### config.mk
export PLATFORM = sky130hd
export DESIGN_NAME = countdown_timer_flat
export DESIGN_NICKNAME = d
export VERILOG_FILES = /design/src/rtl/countdown_timer_if.sv /design/src/rtl/countdown_timer.sv /design/src/flat_wrapper.sv
export SDC_FILE = /design/constraint.sdc
export NUM_CORES = 1
export LEC_CHECK = 0
export ABC_AREA = 1
export CAP_MARGIN = 30
export CORE_ASPECT_RATIO = 1.75
export CORE_MARGIN = 4
export CORE_UTILIZATION = 65
export CTS_CLUSTER_DIAMETER = 40
export DETAILED_ROUTE_END_ITERATION = 6
export PLACE_DENSITY = 0.95
export SLEW_MARGIN = 20
export SYNTH_ARGS = -nofsm -noshare
export SYNTH_HDL_FRONTEND = slang
export SYNTH_SLANG_ARGS = --single-unit
export TNS_END_PERCENT = 100
### constraint.sdc
create_clock -name clk -period 6.65 [get_ports clk]
set_input_delay 0.665 -clock clk [delete_from_list [all_inputs] [get_ports clk]]
set_output_delay 0.665 -clock clk [all_outputs]
set_load 0.01 [all_outputs]
### src/rtl/countdown_timer_if.sv
// Control and HUD-digit bundle for countdown_timer.
// master: drives the tick/control pulses and reads the digits and flags.
// slave : the timer itself.
interface countdown_timer_if;
   logic       secPassed;
   logic       start;
   logic       pause;
   logic       addTime;
   logic [3:0] minutes;
   logic [3:0] secTens;
   logic [3:0] secOnes;
   logic       running;
   logic       lowTime;
   logic       timeUp;
   logic       blinkOn;

   modport master (
      output secPassed, start, pause, addTime,
      input  minutes, secTens, secOnes, running, lowTime, timeUp, blinkOn
   );

   modport slave (
      input  secPassed, start, pause, addTime,
      output minutes, secTens, secOnes, running, lowTime, timeUp, blinkOn
   );
endinterface

### src/rtl/countdown_timer.sv
// Game countdown timer: holds the remaining seconds, counts down on the
// one-cycle seconds tick, shows the time as M:SS BCD digits and pulses
// timeUp once on expiry. Supports bonus time, restart and pause.
//
// Optional: define COUNTDOWN_WARN_BLINK_EN to make blinkOn toggle on each
// accepted tick while the low-time warning is active. Without it blinkOn
// is a constant 1.
//
// state   | meaning
// --------+-----------------------------------------------------------
// IDLE    | after reset; waiting for start, ticks/bonus ignored
// RUNNING | counting down on each accepted tick
// PAUSED  | ticks ignored, bonus still accepted
// EXPIRED | remain held at 0 until the next start
module countdown_timer #(
   parameter int unsigned START_SECONDS = 120,
   parameter int unsigned BONUS_SECONDS = 10,
   parameter int unsigned WARN_SECONDS  = 10
) (
   input logic               clk,
   input logic               resetN,
   countdown_timer_if.slave  bus
);

   typedef enum logic [1:0] {IDLE, RUNNING, PAUSED, EXPIRED} state_t;

   localparam logic [9:0]  START_V = 10'(START_SECONDS);
   localparam logic [9:0]  WARN_V  = 10'(WARN_SECONDS);
   localparam logic [9:0]  MAX_V   = 10'd599;
   localparam logic [10:0] BONUS_V = 11'(BONUS_SECONDS);

   state_t      state, state_n;
   logic [9:0]  remain, remain_n;
   logic [10:0] bonus_sum;
   logic [9:0]  with_bonus;
   logic        running_q, running_n;
   logic        low_q, low_n;
   logic        time_up_q, time_up_n;

   // Next state, next count and the registered status flags.
   always_comb begin
      state_n   = state;
      remain_n  = remain;
      time_up_n = 1'b0;
      // Saturate the bonus first so a same-cycle tick decrements from 599.
      bonus_sum  = {1'b0, remain} + BONUS_V;
      with_bonus = remain;
      if (bus.addTime) begin
         with_bonus = (bonus_sum > {1'b0, MAX_V}) ? MAX_V : bonus_sum[9:0];
      end

      if (bus.start) begin
         remain_n = START_V;
         state_n  = bus.pause ? PAUSED : RUNNING;
      end else begin
         case (state)
            RUNNING: begin
               remain_n = with_bonus;
               if (bus.pause) begin
                  state_n = PAUSED;
               end else if (bus.secPassed) begin
                  remain_n = with_bonus - 10'd1;
                  if (with_bonus == 10'd1) begin
                     state_n   = EXPIRED;
                     time_up_n = 1'b1;
                  end
               end
            end
            PAUSED: begin
               remain_n = with_bonus;
               if (!bus.pause) state_n = RUNNING;
            end
            default: ;
         endcase
      end

      running_n = (state_n == RUNNING);
      low_n     = ((state_n == RUNNING) || (state_n == PAUSED)) &&
                  (remain_n != 10'd0) && (remain_n <= WARN_V);
   end

   // State, counter and flag registers with synchronous reset.
   always_ff @(posedge clk) begin
      if (!resetN) begin
         state     <= IDLE;
         remain    <= START_V;
         running_q <= 1'b0;
         low_q     <= 1'b0;
         time_up_q <= 1'b0;
      end else begin
         state     <= state_n;
         remain    <= remain_n;
         running_q <= running_n;
         low_q     <= low_n;
         time_up_q <= time_up_n;
      end
   end

`ifdef COUNTDOWN_WARN_BLINK_EN
   logic blink_q;
   logic tick_taken;

   assign tick_taken = bus.secPassed && !bus.start && !bus.pause && (state == RUNNING);

   // Blink phase flips on each counted tick inside the warning window.
   always_ff @(posedge clk) begin
      if (!resetN) begin
         blink_q <= 1'b1;
      end else if (!low_n) begin
         blink_q <= 1'b1;
      end else if (tick_taken) begin
         blink_q <= ~blink_q;
      end
   end

   assign bus.blinkOn = blink_q;
`else
   assign bus.blinkOn = 1'b1;
`endif

   assign bus.minutes = 4'(remain / 10'd60);
   assign bus.secTens = 4'((remain % 10'd60) / 10'd10);
   assign bus.secOnes = 4'(remain % 10'd10);
   assign bus.running = running_q;
   assign bus.lowTime = low_q;
   assign bus.timeUp  = time_up_q;

endmodule

### src/flat_wrapper.sv
// flat-port wrapper written by rule: the top's interface ports become plain ports
module countdown_timer_flat 
#(
   parameter int unsigned START_SECONDS = 120,
   parameter int unsigned BONUS_SECONDS = 10,
   parameter int unsigned WARN_SECONDS  = 10
)
  (clk, resetN, bus_secPassed, bus_start, bus_pause, bus_addTime, bus_minutes, bus_secTens, bus_secOnes, bus_running, bus_lowTime, bus_timeUp, bus_blinkOn);
  countdown_timer_if bus_i ();
  input logic clk;
  input logic resetN;
  input wire logic [$bits(bus_i.secPassed)-1:0] bus_secPassed;
  input wire logic [$bits(bus_i.start)-1:0] bus_start;
  input wire logic [$bits(bus_i.pause)-1:0] bus_pause;
  input wire logic [$bits(bus_i.addTime)-1:0] bus_addTime;
  output wire logic [$bits(bus_i.minutes)-1:0] bus_minutes;
  output wire logic [$bits(bus_i.secTens)-1:0] bus_secTens;
  output wire logic [$bits(bus_i.secOnes)-1:0] bus_secOnes;
  output wire logic [$bits(bus_i.running)-1:0] bus_running;
  output wire logic [$bits(bus_i.lowTime)-1:0] bus_lowTime;
  output wire logic [$bits(bus_i.timeUp)-1:0] bus_timeUp;
  output wire logic [$bits(bus_i.blinkOn)-1:0] bus_blinkOn;
  assign bus_i.secPassed = bus_secPassed;
  assign bus_i.start = bus_start;
  assign bus_i.pause = bus_pause;
  assign bus_i.addTime = bus_addTime;
  assign bus_minutes = bus_i.minutes;
  assign bus_secTens = bus_i.secTens;
  assign bus_secOnes = bus_i.secOnes;
  assign bus_running = bus_i.running;
  assign bus_lowTime = bus_i.lowTime;
  assign bus_timeUp = bus_i.timeUp;
  assign bus_blinkOn = bus_i.blinkOn;
  countdown_timer #(.START_SECONDS(START_SECONDS), .BONUS_SECONDS(BONUS_SECONDS), .WARN_SECONDS(WARN_SECONDS)) u_core (.clk(clk), .resetN(resetN), .bus(bus_i));
endmodule
# ---- After elaboration in Yosys (flattened, before gate mapping)
# Index checks and enable logic that the tools add are counted.
dict set report totals {
  output_inout_bits 16
  in_bits 6
  wordCells 40
  reg_bits 15
}
dict set report classes {
  add_sub_neg 2
  n_div 4
  reduce_logical 5
  eq_ne 5
  magnitude_cmp 2
  n_mux 14
  bitwise 3
}
# cell count
set ops {}
lappend ops {{10-bit two-way mux} 5}
lappend ops {{10-bit case mux with 2 select lines} 1}
lappend ops {{2-bit two-way mux} 6}
lappend ops {{10-bit by 4-bit adder with 11-bit output, second input constant} 1}
lappend ops {{11-bit by 10-bit > comparator with 1-bit output, second input constant} 1}
lappend ops {{10-bit by 4-bit divider with 10-bit output, second input constant} 1}
lappend ops {{10-bit by 6-bit divider with 10-bit output, second input constant} 1}
lappend ops {{10-bit by 1-bit equality test with 1-bit output, second input constant} 1}
lappend ops {{10-bit by 4-bit less-or-equal comparator with 1-bit output, second input constant} 1}
lappend ops {{10-bit by 4-bit modulo with 10-bit output, second input constant} 1}
lappend ops {{10-bit by 6-bit modulo with 10-bit output, second input constant} 1}
lappend ops {{10-bit nonzero test} 1}
lappend ops {{10-bit by 1-bit subtractor with 10-bit output, second input constant} 1}
lappend ops {{5-bit OR reduction} 1}
lappend ops {{2-bit by 1-bit equality test with 1-bit output, second input constant} 2}
lappend ops {{2-bit equality test, second input constant} 2}
lappend ops {{2-bit case mux with 2 select lines} 1}
lappend ops {{1-bit NOT} 3}
lappend ops {{1-bit logical AND} 2}
lappend ops {{1-bit logical OR} 1}
lappend ops {{1-bit two-way mux} 1}

# ---- Depth between registers and ports, before layout
# Gate-level depths: netlist (run 1).
dict set report logic_depth {
  ltp_word 14
  depth_mapped 34
  mapped_depth_nobuf 33
}

# ---- Least setup slack after synthesis (run 1)
# Ideal clock, no wire load.
dict set report synth_path {
  path_kind {reg2out}
  startpoint {reg u_core.remain[7]}
  endpoint {out bus_secOnes[3]}
  n_path_buf 1
  t_required_ns 5.985
  arrival_ns 2.632
  stages_incl_launch_ff 26
  slack_ns 3.353
  cell_sequence {dfxtp_1 buf_6 inv_2 nand3_2 a21o_2 nand2_1 nand2_2 nand2_4 nand3_2 nand2_2 nor2_1 o21bai_2 nand2_2 a21o_1 nand2_4 nand3_1 nand3_2 nand2_1 nand2_1 inv_1 ha_1 inv_1 nand2_1 nand2_1 nand2_1 nand2_1}
}
dict set report synth_via {
  elab_chain_len 1
}
# item line_no
set synth_rtl {}
lappend synth_rtl {{from (decl)} countdown_timer.sv:33} ;# logic [9:0] remain, remain_n;
lappend synth_rtl {{from (signal assigned)} countdown_timer.sv:92} ;# remain <= remain_n;
lappend synth_rtl {{10-bit by 4-bit modulo with 10-bit output} countdown_timer.sv:123} ;# assign bus.secOnes = 4'(remain % 10'd10);
lappend synth_rtl {{to (decl)} flat_wrapper.sv:18} ;# output wire logic [$bits(bus_i.secOnes)-1:0] bus_secOnes;
# No other way between the ends.

# ---- Worst setup path in the final report (run 1)
# Same ends and word-level chain as after synthesis.

==> results of run 1 <==
## layout make-up
type,count,area [um2]
Clock buffer,4,45.0
Multi-Input combinational cell,376,2210
Inverter,73,274
Sequential cell,15,300
Timing Repair Buffer,19,190
Fill cell,382,1110
Tap cell,49,61.3
## state kept, by name, summed over array words and instances, names as in the netlist
register            flops
u_core.bus.timeUp       1
u_core.state            2
u_core.remain          10
u_core.bus.lowTime      1
u_core.bus.running      1
## per-stage QoR
stage	cells	utilization, %
2_1_floorplan	477	-
3_3_place_gp	532	72.5
3_5_place_dp	532	72.5
4_1_cts	536	73.5
5_1_grt	536	73.5
6_report	536	73.5
## critical path: stages (launching register included)
cell	delay, ns
dfxtp_1	0.56
inv_2	0.17
nand2_2	0.09
nand3_2	0.07
nand2_2	0.10
nand2_2	0.05
nand3_2	0.08
nand3_2	0.09
nand2_4	0.10
nand3_2	0.11
nand2_2	0.13
nor2_1	0.05
o21bai_2	0.16
nand2_2	0.11
a21o_1	0.22
nand2_4	0.11
nand3_1	0.15
nand3_2	0.13
nand2_1	0.09
nand2_1	0.08
inv_1	0.05
ha_1	0.20
inv_1	0.06
nand2_1	0.04
nand2_1	0.05
nand2_1	0.05
nand2_1	0.05
clkdlybuf4s50_1	0.53
## how the worst min path moves through the flow
stage / endpoint
floorplan: u_core.state[0]
global placement: u_core.state[0]
detailed placement: u_core.state[0]
CTS: u_core.state[0]
global route: u_core.state[1]
finish: u_core.state[0]
## logic make-up (layout without fill, tap and decap cells)
logic type      Yosys count  after routing  share of synthesized area [%]
compound gates           77             77                           17.8
xor+xnor                 10             10                           3.05
fa+ha+maj                10             10                           4.36
buf+inv                  86             96                           12.6
flops                    15             15                           10.5
other cells               2              2                          0.262
simple gates            277            277                           51.5
## power by group
group / total (mW) / switching (mW) / internal [mW]
Clock: 0.0801 / 0.0374 / 0.0427
Combinational: 0.733 / 0.437 / 0.297
Sequential: 0.109 / 0.0138 / 0.0955
Total: 0.923 / 0.488 / 0.435
## routing by layer
layer,share of wire [%],global-route usage [%]
met4,5.6,18.4
met1,37,26.5
met2,54,53.2
met5,0,0
met3,2.4,1.07
## cell usage after synthesis, types with 2 or more instances
master	count	share of area (%)
a21o_1	3	0.78
a21oi_1	18	3.1
a21oi_2	3	0.92
buf_4	6	1.6
buf_6	2	0.78
clkbuf_1	4	0.52
clkinv_1	5	0.65
conb_1	2	0.26
dfxtp_1	15	10
ha_1	10	4.4
inv_1	50	6.5
inv_2	18	2.4
nand2_1	117	15
nand2_2	30	6.5
nand2_4	16	6.3
nand3_1	38	6.6
nand3_2	10	3.5
nand4_1	14	3.0
nor2_1	35	4.6
nor2_4	4	1.6
nor3_1	4	0.70
nor3_2	2	0.70
o211ai_1	3	0.78
o21ai_0	20	3.5
o21ai_1	10	1.7
o21ai_2	7	2.1
o21ai_4	2	1.1
xor2_1	9	2.7
==> flow_summary.json, run 1 <==
{
  "rows": 31,
  "cp.required_ns": 5.98,
  "antenna_found_initial": 0,
  "core_um2": 4190,
  "initial_core_util_pct": 68.5,
  "cts-root-buf": "clkbuf_8",
  "synth-edff-count": 0,
  "path_clk_slew_ns": 0.07,
  "dp_slack_ns": 2.40,
  "setup_viol": 0,
  "crit_start": "u_core.remain[7]",
  "reg2reg_slack_ns": 2.88,
  "r2r_end": "u_core.bus.lowTime",
  "max_freq_mhz": 217,
  "final_common_cell": "nand2_1",
  "final_cell_area_um2": 3080,
  "drive_gt1_share_pct": 21.4,
  "max_slew_margin_pct": 56.2,
  "io_pins": 22,
  "grt_pass1_vias": 2940,
  "grt_pass1_wl_mm": 12.2,
  "cts_buffers": 3,
  "wirelength_mm": 7.20,
  "drcViolationCount": 0,
  "syn-num-nets": 493,
  "yosysSeqAreaShare_pct": 10.5,
  "fin_nets": 504,
  "grt_max_degree": 16,
  "arrival_ns": 3.94,
  "gp_congestion": 0.985,
  "vdd_ir_drop_max_v": 0.000272,
  "r2r_cells": 22,
  "setup_ws_ns": 2.04,
  "cts_tree": "yes",
  "synth_cell_type_count": 48,
  "yosysWarningCount": 0,
  "fin_worst_skew_ns": 0.00648,
  "ctsResizeCount": 0,
  "final_cell_mix": "nand2_1, inv_1, nand3_1",
  "r2r-start": "u_core.remain[2]",
  "ys.flop_type": "dfxtp_1",
  "period_needed_ns": 4.61,
  "whs_ns": 0.673,
  "async_reset_ff_share_pct": 0,
  "hp-start": "u_core.state[0]",
  "drtPass1Iterations": 5,
  "leakage_nw": 1.59,
  "fin_setup_tns_ns": 0,
  "viasPerCell": 5.72,
  "min_path_type": "reg -> reg",
  "dp_hpwl_mm": 5.87,
  "post_cts_buffers": 0,
  "hold_viol_final": 0,
  "num_vias": 3064,
  "syn_to_final_growth_pct": 7.28,
  "whs_path_depth": 2,
  "wl_per_cell_um": 13.4,
  "antenna_left": 0,
  "status": "finished, final reports clean",
  "h-tree-depth": 1,
  "portBuffers": 19,
  "finalPower_mw": 0.923,
  "worstMarginPinSlew_ns": 0.650,
  "syn-cell-area_um2": 2870,
  "antenna_cells": 0,
  "endpoint": "bus_secOnes[3]",
  "cts_buffer_depth": 2,
  "netlist_instances": 477,
  "hold_buffers": 0,
  "cts.sinks": 15,
  "fp.dieH_um": 95.9,
  "die_w_um": 58.2,
  "synth.avg_cell_area_um2": 6.02,
  "grt_overflow": 0,
  "drv_cap": 0,
  "ys_ff_latch": 15,
  "clock_latency_ns": 0.26,
  "rsz0062_at_grt": "no",
  "critPathMaxFanout": 9,
  "place_area_um2": 3040,
  "slew_viol_final": 0,
  "endpoint_kind": "output pin",
  "path_class": "reg -> out",
  "start_kind": "register",
  "dr.first_iter.drc_count": 144,
  "grt_use_total_pct": 27.2,
  "power_density_nw_per_um2": 300,
  "die-area_um2": 5590,
  "min_period_over_period_pct": 69.3
}
(Power assumes the default switching activity.)
==> inputs of run 2 (changes only) <==
- CORE_UTILIZATION: 65 -> 55
- PLACE_DENSITY: 0.95 -> 0.91
- clock period: 6.65 -> 4.05 ns (I/O delays scaled with it)
==> run 2 against run 1 <==
Against the previous run: clock skew increased by 0.0017 ns; final area rose by 1.9%; register-to-register slack got worse by 2.5 ns; die area rose by 16%; combinational power grew 61%; critical path type unchanged; clock power grew 57%; critical path depth is 2 lower; cell count rose by 1.7%.
==> flow_summary.json, run 2 (synthesized netlist as in run 1, its figures left out) <==
{
  "grt_max_degree": 16,
  "gp_congestion": 0.964,
  "r2r-start": "u_core.remain[1]",
  "wl_per_cell_um": 13.2,
  "die-area_um2": 6490,
  "rows": 34,
  "status": "finished, final reports clean",
  "arrival_ns": 3.28,
  "cts.sinks": 15,
  "slew_viol_final": 0,
  "largest_reg_flops": 10,
  "whs_ns": 0.642,
  "final_cell_mix": "nand2_1, inv_1, nand3_1",
  "h-tree-depth": 1,
  "p_int_mw": 0.687,
  "p_sw_share_pct": 53.6,
  "fin_setup_tns_ns": 0,
  "period_needed_ns": 3.69,
  "cp.required_ns": 3.64,
  "power_density_nw_per_um2": 472,
  "wirelength_mm": 7.18,
  "drcViolationCount": 0,
  "start_kind": "register",
  "io_pins": 22,
  "setup_viol": 0,
  "seqPwrFrac_pct": 11.8,
  "fin_nets": 508,
  "die_w_um": 62.6,
  "syn_to_final_growth_pct": 9.32,
  "cts_tree": "yes",
  "reg2reg_slack_ns": 0.41,
  "cts-root-buf": "clkbuf_8",
  "grt_use_total_pct": 22.4,
  "multi_input_area_um2": 2210,
  "r2r_cells": 23,
  "grt_overflow": 0,
  "r2r_end": "u_core.bus.lowTime",
  "endpoint_kind": "output pin",
  "combinationalPowerShare_pct": 79.7,
  "max_slew_margin_pct": 55.5,
  "drive_gt1_share_pct": 23.6,
  "path_class": "reg -> out",
  "antenna_left": 0,
  "worstMarginPinSlew_ns": 0.661,
  "clock_power_share_pct": 8.5,
  "vdd_ir_drop_max_v": 0.000283,
  "antenna_found_initial": 0,
  "cts_buffer_depth": 2,
  "dp_hpwl_mm": 6.02,
  "min_path_type": "reg -> reg",
  "min_period_over_period_pct": 91.0,
  "portBuffers": 19,
  "regArea_um2": 312,
  "max_freq_mhz": 271,
  "crit_start": "u_core.remain[7]",
  "fp.dieH_um": 104,
  "fillers": 496,
  "hold_viol_final": 0,
  "num_vias": 3053,
  "antenna_cells": 0,
  "core_um2": 5020,
  "power_switching_mw": 0.794,
  "drtPass1Iterations": 4,
  "fin_worst_skew_ns": 0.00815,
  "path_clk_slew_ns": 0.07,
  "viasPerCell": 5.60,
  "grt_pass1_vias": 3009,
  "critPathMaxFanout": 6,
  "grt_pass1_wl_mm": 12.3,
  "rsz0062_at_grt": "no",
  "largestRegisters": "u_core.remain (10), u_core.state (2)",
  "leakage_nw": 1.66,
  "endpoint": "bus_secTens[2]",
  "initial_core_util_pct": 57.2,
  "clock_latency_ns": 0.26,
  "drv_cap": 0,
  "final_common_cell": "nand2_1",
  "cts_buffers": 3,
  "regMostFlops": "u_core.remain",
  "dr.first_iter.drc_count": 102
}
run 2: worst min-delay path by stage:
stage | depth (start not counted) | startpoint | slack, ns | endpoint
6_report | 2 | u_core.remain[5] | 0.64 | u_core.remain[5]
5_1_grt | 2 | u_core.remain[5] | 0.69 | u_core.remain[5]
4_1_cts | 2 | u_core.remain[5] | 0.64 | u_core.remain[5]
3_5_place_dp | 2 | u_core.remain[5] | 0.63 | u_core.remain[5]
3_3_place_gp | 2 | u_core.remain[5] | 0.62 | u_core.remain[5]
2_1_floorplan | 1 | resetN | 0.47 | u_core.remain[6]
run 2: cell type report:
class / instances / area share [%]
Clock inverter: 1 / 0.159
Tap cell: 54 / 2.15
Inverter: 73 / 8.81
Multi-Input combinational cell: 376 / 70.5
Sequential cell: 15 / 9.92
Timing Repair Buffer: 23 / 7.17
Clock buffer: 3 / 1.32
run 2: per-stage QoR:
step	utilization (%)	setup WS (ns)	cells	instance area, um2	power [mW]
global placement	61.2	0.210	541	3070	1.35
finish	62.5	0.363	545	3140	1.48
CTS	62.2	0.00246	545	3120	1.50
detailed placement	61.2	0.105	541	3070	1.38
global route	62.5	0.00552	545	3140	1.62
floorplan	-	0.988	477	2870	1.06
run 2: layer usage:
metal  up-vias  track usage (%)  wire, um
li1       1571                -         -
met1      1399             19.6      2570
met2        57             46.9      4110
met3        26             1.52       170
met4         0             13.0       327
met5         -                0         0
run 2: power groups by stage:
stage / clock [mW] / combinational [mW] / sequential (mW)
5_1_grt: 0.130 / 1.32 / 0.177
3_5_place_dp: 0 / 1.21 / 0.178
6_report: 0.126 / 1.18 / 0.175
4_1_cts: 0.127 / 1.20 / 0.175
2_1_floorplan: 0 / 0.895 / 0.167
3_3_place_gp: 0 / 1.17 / 0.178
run 2: what timing repair did:
item / 4_1_cts / 5_1_grt
buffers inserted: 0 / 0
gates resized for setup: 4 / 12
hold buffers: 0 / 0
setup endpoints to repair: 2 / 6
pin swaps: 0 / 2
run 2: critical path, stage by stage, from the launching register on:
cell and delay [ns]:
dfxtp_2 0.34, buf_4 0.16, nand2_1 0.10, nor2_4 0.06, o21ai_4 0.22, inv_2 0.08, nand2_4 0.08, nand3_4 0.09
nor2_4 0.12, nand2_4 0.06, nand3_1 0.11, nand3_2 0.12, inv_2 0.09, nand2_4 0.06, nand2_4 0.08, nand2_2 0.05
nand2_2 0.10, nor2_4 0.05, nand2_4 0.09, nand2_8 0.07, nand2_2 0.08, nand2_4 0.07, inv_2 0.08, o21ai_0 0.07
inv_1 0.05, clkdlybuf4s50_1 0.52
==> patch 1 (config.mk and constraints of run 2) <==
The option `COUNTDOWN_WARN_BLINK_EN` is turned on by a define.
--- a/src/rtl/countdown_timer.sv
+++ b/src/rtl/countdown_timer.sv
@@ -14,2 +14,4 @@
 // EXPIRED | remain held at 0 until the next start
+`define COUNTDOWN_WARN_BLINK_EN
+
 module countdown_timer #(
Function: same outputs for any inputs over 4 cycles, from zero or initial values and one cycle with resetN low; that may be too few to reach the edited logic, so the function may still have changed.
==> patch 1 against run 2 <==
The flow now stops in global routing (5_1_grt); synthesized cell count grew 24%; area after synthesis grew 20%.
==> patch 1: results <==
[synth]
synth_commonest_cells = "nand2_1, inv_1, nand3_1, nor2_1, xor2_1"
synth_cell_types = 50
synth_xor_area_share_pct = 6.579
ys_async_sr_fraction_pct = 0
synth_top_flop_cell = "dfxtp_1"
synth_mux_area_share_pct = 0
syn-mean-instance-area_um2 = 5.814
yosysSeqAreaShare_pct = 9.306
synth_area_leaders = "nand2_1, dfxtp_1, nand3_1"
syn-num-nets = 609
synthAdderAreaFrac_pct = 3.999
ys_warn_count = 0
synth-compound-area-share_pct = 17.99

[place]
dpl.cell_count = 809
io_buffers = 21
gp_congestion = 0.9917
dpl_cell_area_mm2 = 0.004770
dp.final_hpwl_um = 9701

[status]
tool.error = "[ERROR DPL-0038] Utilization greater than 100%, impossible to legalize"
stop_stage = "global routing (5_1_grt)"
status = "did not finish"

[clocking]
clock-sinks = 16
clock_path_buffers = 2
htree_levels = 1
cts-root-buf = "clkbuf_8"
cts_buffers = 3

[global_route]
grt_max_degree = 20

[floorplan]
row_count = 37

[timing]
worst_path_end_type = "primary output"
worst_endpoint = "bus_secOnes[2]"
## patch 1: cell types whose count changed after synthesis, moves of 10 or more
cell      delta
nand2_1     +42
nand3_1     +22
inv_1       +16
xor2_1      +13
nor2_1      +11
nor2_2      +11
o211ai_1    +10
## patch 1: stage by stage
| step | hold WS [ns] | utilization [%] | worst slack [ns] |
|---|---|---|---|
| floorplan | 0.4739 | - | -0.3038 |
| global placement | 0.4748 | 79.87 | -0.6146 |
| detailed placement | 0.4925 | 79.87 | -0.9173 |
| CTS | 0.5160 | 87.79 | -0.6901 |
## patch 1: kinds of logic after synthesis
kind of cell             count (synthesis)
AND/OR/NAND/NOR                        347
buffers and inverters                  100
AO/OA/AOI/OAI                           93
XOR/XNOR                                25
flip-flops                              16
adder cells (fa/ha/maj)                 11
## patch 1: timing repair
action	CTS
hold buffers	0
gates resized for setup	96
endpoints found under the setup margin	10
setup buffers	23
pin swaps	51
==> patch 2 (flow settings as in run 2) <==
Without the edit above. Encoding of `state_t`: now one-hot (4 bits for 4 states).
--- a/src/rtl/countdown_timer.sv
+++ b/src/rtl/countdown_timer.sv
@@ -24,3 +24,3 @@
 
-   typedef enum logic [1:0] {IDLE, RUNNING, PAUSED, EXPIRED} state_t;
+   typedef enum logic [3:0] {IDLE = 4'b0001, RUNNING = 4'b0010, PAUSED = 4'b0100, EXPIRED = 4'b1000} state_t;
 
Function: no difference found for any inputs over 10 cycles, from zero or initial values and one cycle with resetN low; not proved beyond that.
==> patch 2 against run 2 <==
Critical path depth increased by 2; hold slack worse by 0.14 ns; area after synthesis down 1.7%; register-to-register slack gained 0.05 ns; highest routed layer unchanged; global-route usage is 0.16 points lower; die area decreased by 1.5%; critical path type unchanged; power decreased by 33%; wire length is 1.1% lower; first-iteration DRC count increased by 14%; sequential cell count is 2 higher; sequential share of layout area rose by 1.3 points; final area up 1.0%; setup slack lost 0.068 ns; combinational power shrank 42%.
==> patch 2: results <==
[status]
status = "finished, final reports clean"

[hold_path]
hold_end = "u_core.state[0]$_SDFF_PN1_"
hold_depth = 2
hp-start = "u_core.state[0]$_SDFF_PN1_"

[detailed_routing]
post_drt_wl_per_cell_um = 12.48
dr.first_iter.drc_count = 116
wl_met2_um = 3967
wl_met1_um = 2545
routed-wl-met3_um = 229
routed_via_density = 5.608

[layout]
top_register = "u_core.remain"
final_core_util_pct = 63.73
nets = 529
drive_above_1_share_pct = 20.97
reg_top3 = "u_core.remain (10), u_core.state (4)"
fillers = 467

[global_route]
grt_pass1_vias = 2983
grt_max_degree = 15
grt_pass1_wl_um = 12190
met1_usage_pct = 22.18
use_met2_pct = 44.41

[synth]
synth_commonest_cells = "nand2_1, nand3_1, inv_1, nor2_1, nand2_2"
synth_xor_area_share_pct = 3.412
yosysSeqAreaShare_pct = 12.05
synth_cell_types = 46
synth_area_leaders = "nand2_1, dfxtp_1, nand3_1"
synthAdderAreaFrac_pct = 3.101
syn-num-nets = 510
synth-compound-area-share_pct = 12.76
synth_top_flop_cell = "dfxtp_1"

[timing]
maxSlewHeadroom_pct = 59.51
timing.hold.ws_ns = 0.5019
fin_skew_ns = 0.005424

[setup_path]
reg2reg_slack_ns = 0.46
cp_slowest_cell = "dfxtp_4"
worstPathMaxFanout = 7
max_stage_delay_ns = 0.39
cp.arrival_ns = 3.35

[clocking]
clk_pin_slew_ns = 0.07

[power]
swShare_pct = 49.37
clkPwrFrac_pct = 13.2
power_leakage_nw = 1.693
p_clk_w = 0.000132
ir_drop_v = 0.0003347
pg_seq_w = 0.000181

[place]
dpl_cell_area_mm2 = 0.003044
gp_congestion = 1.028
-- patch 2: cell count changes in the layout (fill, tap and decap cells not counted), moves of 4 or more --
cell,before,now
o21ai_0,20,16
nand4_1,14,9
a21oi_1,18,8
nand3_1,38,55
nand3_2,10,14
buf_4,4,10
nand2_1,117,141
nand2_4,16,8
nor2_1,34,44
-- patch 2: final cells by class --
cell class / instances / area share (%)
multi-input combinational: 396 / 68.17
clock inverter: 1 / 0.1578
tap: 54 / 2.130
sequential: 17 / 11.24
clock buffer: 3 / 1.302
timing repair buffer: 29 / 8.521
inverter: 69 / 8.481
-- patch 2: through the flow --
stage                     worst slack [ns]  instances
after detailed placement           0.05064        563
final                               0.2951        569
after floorplan                     0.9753        497
after global placement              0.2468        563
after global routing              -0.08271        569
after CTS                         0.005452        567
-- patch 2: worst min-delay path: cells and delay by family, from the launching register on --
kind / cells / cell delay [ns]
flops: 1 / 0.33
simple gates: 2 / 0.13
-- patch 2: worst max-delay path by stage --
stage / start / end / slack [ns] / cells after the start
final: u_core.remain[7]$_SDFF_PN0_ / bus_secOnes[2] / 0.30 / 27
after global routing: u_core.remain[7]$_SDFF_PN0_ / bus_secOnes[3] / -0.08 / 29
after CTS: u_core.remain[7]$_SDFF_PN0_ / bus_secOnes[2] / 0.005 / 30
after detailed placement: u_core.remain[8]$_SDFF_PN0_ / bus_secOnes[3] / 0.05 / 27
after global placement: u_core.remain[8]$_SDFF_PN0_ / bus_secOnes[3] / 0.25 / 26
after floorplan: u_core.remain[9]$_SDFF_PN0_ / bus_secOnes[3] / 0.98 / 28
-- patch 2: repair_timing --
action | in CTS | in global routing
hold buffers | 0 | 0
resized for setup | 10 | 16
setup endpoints to repair | 4 | 5
buffers inserted | 0 | 2
pin swaps | 0 | 4
